### config.mk
export PLATFORM = sky130hd
export DESIGN_NAME = pl_imem_sync
export DESIGN_NICKNAME = d
export VERILOG_FILES = /design/src/rtl/pl_imem_sync.sv
export SDC_FILE = /design/constraint.sdc
export NUM_CORES = 1
export LEC_CHECK = 0
export CORE_ASPECT_RATIO = 1.75
export CORE_MARGIN = 3
export CORE_UTILIZATION = 55
export CTS_CLUSTER_DIAMETER = 40
export DETAILED_ROUTE_END_ITERATION = 10
export PLACE_DENSITY = 0.82
export SYNTH_ARGS = -nofsm -noshare
export SYNTH_HDL_FRONTEND = slang
export SYNTH_SLANG_ARGS = --single-unit
### constraint.sdc
create_clock -name clk -period 2.6 [get_ports clk]
set_input_delay 0.26 -clock clk [delete_from_list [all_inputs] [get_ports clk]]
set_output_delay 0.26 -clock clk [all_outputs]
set_load 0.005 [all_outputs]
### src/rtl/pl_imem_sync.sv
// Instruction memory with a LOAD/RUN program-load FSM and a one-cycle
// registered fetch port that flags misaligned or out-of-range PCs.
module pl_imem_sync #(
    parameter int                DEPTH_LOG2 = 5,
    parameter int                DATA_W     = 32,
    parameter logic [DATA_W-1:0] NOP_INST   = 32'h00000013,
    parameter bit                BOOT_RUN   = 1'b0
) (
    input  logic                  clk,
    input  logic                  rst,
    input  logic [31:0]           pc,
    input  logic                  fetch,
    input  logic                  stall,
    input  logic                  load_en,
    input  logic [DEPTH_LOG2-1:0] load_addr,
    input  logic [DATA_W-1:0]     load_data,
    input  logic                  go,
    input  logic                  halt,
    output logic [DATA_W-1:0]     inst,
    output logic                  inst_valid,
    output logic                  fault,
    output logic                  running,
    output logic [DEPTH_LOG2:0]   load_count
);

    localparam int DEPTH = 1 << DEPTH_LOG2;
    localparam logic [DEPTH_LOG2:0] COUNT_MAX = {1'b1, {DEPTH_LOG2{1'b0}}};
    localparam logic [DEPTH_LOG2:0] COUNT_ONE = {{DEPTH_LOG2{1'b0}}, 1'b1};

    typedef enum logic {
        LOAD = 1'b0,
        RUN  = 1'b1
    } state_t;

    state_t                  state;
    logic [DATA_W-1:0]       mem [DEPTH];
    logic [DEPTH_LOG2-1:0]   word_idx;
    logic                    accept;
    logic                    bad_pc;
    logic                    load_write;

    // Fetch handshake: fetch acts as valid and (running && !stall) as ready;
    // a fetch is accepted only in a cycle where both are high, and its result
    // appears on inst/inst_valid/fault after that edge, held while stalled.
    assign accept     = (state == RUN) && fetch && !stall;
    assign word_idx   = pc[DEPTH_LOG2+1:2];
    assign bad_pc     = (pc[1:0] != 2'b00) || ((pc >> (DEPTH_LOG2 + 2)) != 32'd0);
    assign load_write = (state == LOAD) && load_en && !rst;
    assign running    = (state == RUN);

    // No reset on the array: a program survives reset and reloads are partial.
    always_ff @(posedge clk) begin
        if (load_write) begin
            mem[load_addr] <= load_data;
        end
    end

    always_ff @(posedge clk) begin
        if (rst) begin
            state      <= BOOT_RUN ? RUN : LOAD;
            load_count <= '0;
            inst       <= NOP_INST;
            inst_valid <= 1'b0;
            fault      <= 1'b0;
        end else begin
            if (!stall) begin
                if (accept) begin
                    inst       <= bad_pc ? NOP_INST : mem[word_idx];
                    inst_valid <= 1'b1;
                    fault      <= bad_pc;
                end else begin
                    inst       <= NOP_INST;
                    inst_valid <= 1'b0;
                    fault      <= 1'b0;
                end
            end

            case (state)
                LOAD: begin
                    if (load_en && (load_count != COUNT_MAX)) begin
                        load_count <= load_count + COUNT_ONE;
                    end
                    if (go) begin
                        state <= RUN;
                    end
                end
                RUN: begin
                    // The count restarts at the moment LOAD is re-entered.
                    if (halt) begin
                        state      <= LOAD;
                        load_count <= '0;
                    end
                end
                default: state <= LOAD;
            endcase
        end
    end

endmodule

==> run metrics <==
commonest non-fill, non-tap cells in the layout=edfxtp_1 (1024), mux4_2 (196), mux2i_1 (129); fin crit share=85.53%; kind of critical path=reg -> reg; drt first pass iters=5; synthesized area per cell=20.32 um^2; post-synth top area share=75.06%; max-slew violation count=0; P_sw=7128 uW; vias in the first global route=23430; drt drc=0; Starting DRT DRC Count=3205; fillers=4448; # rows=131; worst setup path end=mem[15][1]; Layout area overhead=17.38%; IR drop worst, VDD=0.4917 mV; grt total ovfl=0; final hold vios=0; commonest register cell after synthesis=edfxtp_1; Skew-Pair Late Insertion Delay=0.67 ns; Synth area leader=edfxtp_1; CP most frequent cell=buf_12; Die H=367.0 um; fraction of layout cells with a size suffix above 1=24.45%; Max Root-Sink Buffers=3; Slew Limit Headroom=22.65%; LEAKAGE=0.01537 uW; worst hold path type=in -> reg; cell area after layout=48080 um^2; total routed wirelength=110.1 mm; Mapped Nets=2094; Reg2Reg Depth=7; Seq/Total Area, Yosys=77.07%; Hold-fix buffers, CTS=0; total number of vias=22440; slew at the pin closest to its max-slew limit=1.157 ns; CTS Buf Count=87; CP Cell Sequence=nand2b_1 -> nor3b_1 -> buf_4 -> nand2_1 -> buf_12 -> nor2_4 -> buf_12; RSZ-0062 raised after global routing=false; Mapped Area=40970 um^2; largest cells by area after synthesis=edfxtp_1 (75%), mux4_2 (11%), mux2i_1 (3.2%); outcome=finished clean; Post-synth EDFFs=1024; CP startpoint=running; Vias/cell=6.824; fmax=449.7 MHz; Post-DP HPWL=64.34 mm; critical path's slowest cell=dfxtp_1; Antenna Nets Post-Route=0; CP Capture Type=flop; clk_skew=0.02575 ns; Core Footprint=73430 um^2; routed len/inst=33.49 um; # IOs=117; Initial Util=55.79%; YS warnings=0; gpl congestion=0.8611; Sw Share=20.88%; Final Util=65.48%; Cell Int Power=27020 uW; H-tree Lvls=3; CP Max Fanout=11; nets=2361; die area=77920 um^2; combinational share of power=5.2%; Mapped Cells=2016; Distinct cells, synth=57; Crit path required time=2.96 ns; global-route wire length before repair=158.2 mm; clk sinks=1065; most common cell after layout, fill and taps aside=edfxtp_1; P per Cell Area=710.1 nW/um^2; CP peak stage delay=0.41 ns; Tmin final=2.224 ns; Die Span X=212.3 um; Seq cells post-synth=1065; FF-to-FF Start=running; CP Launch Type=flop; Total Routing Usage GR=28.46%; clock share of power=39.5%; initial antenna violation count=2; Max Cap Violations=0; count of input and output buffers=116; CTS tree=yes; Setup Viol. Count Final=0; reg2reg setup slack=0.38 ns; RR Endpoint=mem[15][1]; Clock transition at path regs=0.07 ns; Flop pwr share=55.2%; Post-synth ARST share=0%; CP arrival=2.58 ns; post-CTS resize count=0; largest net degree at the start of global routing=53; hold_ws=0.1638 ns; placed cell area=45160 um^2; setup TNS=0 ns; postcts setup bufs=0; CTS Root Cell=clkbuf_16
[synth_stat cells, drive strengths merged (2+ instances only)]
cell type  number
dfxtp          41
o211ai         13
nand2         105
o21ai          29
or2             2
a221oi          6
and3            3
a211o          10
mux2i         129
o22ai          29
inv             3
a21oi          28
nand3b          4
ha              2
a211oi         23
nand2b          8
clkbuf         39
xor2            4
buf            73
a32oi           5
a22o            2
edfxtp       1024
o2bb2ai         9
or3             2
nand3          23
nor2b           5
o2111ai         9
a22oi          19
nor4           18
a2111oi        12
nor2           49
nor3           38
o221ai          7
and2            4
a31oi           2
mux2           29
clkinv          2
mux4          196
[worst min-delay path by stage]
| stage | cells after the start | from | end | slack [ns] |
|---|---|---|---|---|
| after global placement | 2 | inst[2] | inst[2] | 0.44 |
| after global routing | 3 | go | running | 0.18 |
| after CTS | 3 | go | running | 0.14 |
| after floorplan | 0 | load_data[0] | mem[0][0] | 0.36 |
| after detailed placement | 2 | inst[2] | inst[2] | 0.45 |
| final | 3 | go | running | 0.16 |
[critical path: cells and delay by family (launching register included)]
| kind | cells | cell delay [ns] |
|---|---|---|
| buffers and inverters | 3 | 0.57 |
| AND/OR/NAND/NOR | 4 | 0.93 |
| flip-flops | 1 | 0.41 |
[through the flow]
stage,setup slack (ns),std cells,total power [uW]
2_1_floorplan,-0.1677,2016,20120
3_3_place_gp,0.06371,3125,20910
3_5_place_dp,-0.01829,3125,20970
4_1_cts,0.3629,3287,34180
5_1_grt,0.3315,3287,34880
6_report,0.3762,3288,34140
[metal layers]
| metal | vias to the layer above | global-route usage [%] | share of wire [%] |
|---|---|---|---|
| met5 | - | 0 | 0.0064 |
| met4 | 2 | 16.72 | 6.9 |
| met3 | 465 | 5.546 | 11 |
| met2 | 1786 | 47.47 | 51 |
| met1 | 11300 | 34.62 | 32 |
| li1 | 8880 | - | - |
[final cells by class]
| class | count | area [um^2] | area share [%] |
|---|---|---|---|
| Clock inverter | 60 | 683.2 | 1.421 |
| Antenna cell | 1 | 2.502 | 0.005204 |
| Timing Repair Buffer | 290 | 3372 | 7.013 |
| Multi-Input combinational cell | 834 | 9030 | 18.78 |
| Tap cell | 931 | 1165 | 2.423 |
| Sequential cell | 1065 | 31570 | 65.66 |
| Clock buffer | 102 | 2243 | 4.665 |
| Inverter | 5 | 18.77 | 0.03903 |
[power groups by stage]
stage	Clock, uW	Combinational, uW	Sequential (uW)
global placement	0	1680	19200
floorplan	0	894	19200
finish	13500	1790	18900
global route	14200	1860	18800
CTS	13600	1770	18900
detailed placement	0	1740	19200
[cell families (layout without fill, tap and decap cells)]
logic type                 count (synthesis)  count (layout)  share of synthesized area (%)
other                                      0               1                              0
muxes                                    354             354                          14.72
adders and majority gates                  2               2                        0.06108
xor gates and xnor gates                   4               4                        0.08551
buffers and inverters                    117             457                          1.518
AOI/OAI and AO/OA                        207             207                          3.546
and+or+nand+nor                          267             267                          2.999
DFF                                     1065            1065                          77.07
[sequential cells by signal, summed over array words and instances (netlist names)]
signal and cells:
fault 1, inst 32, running 1, mem 1024, inst_valid 1, load_count 6
Power figures use the tool's default switching activity.
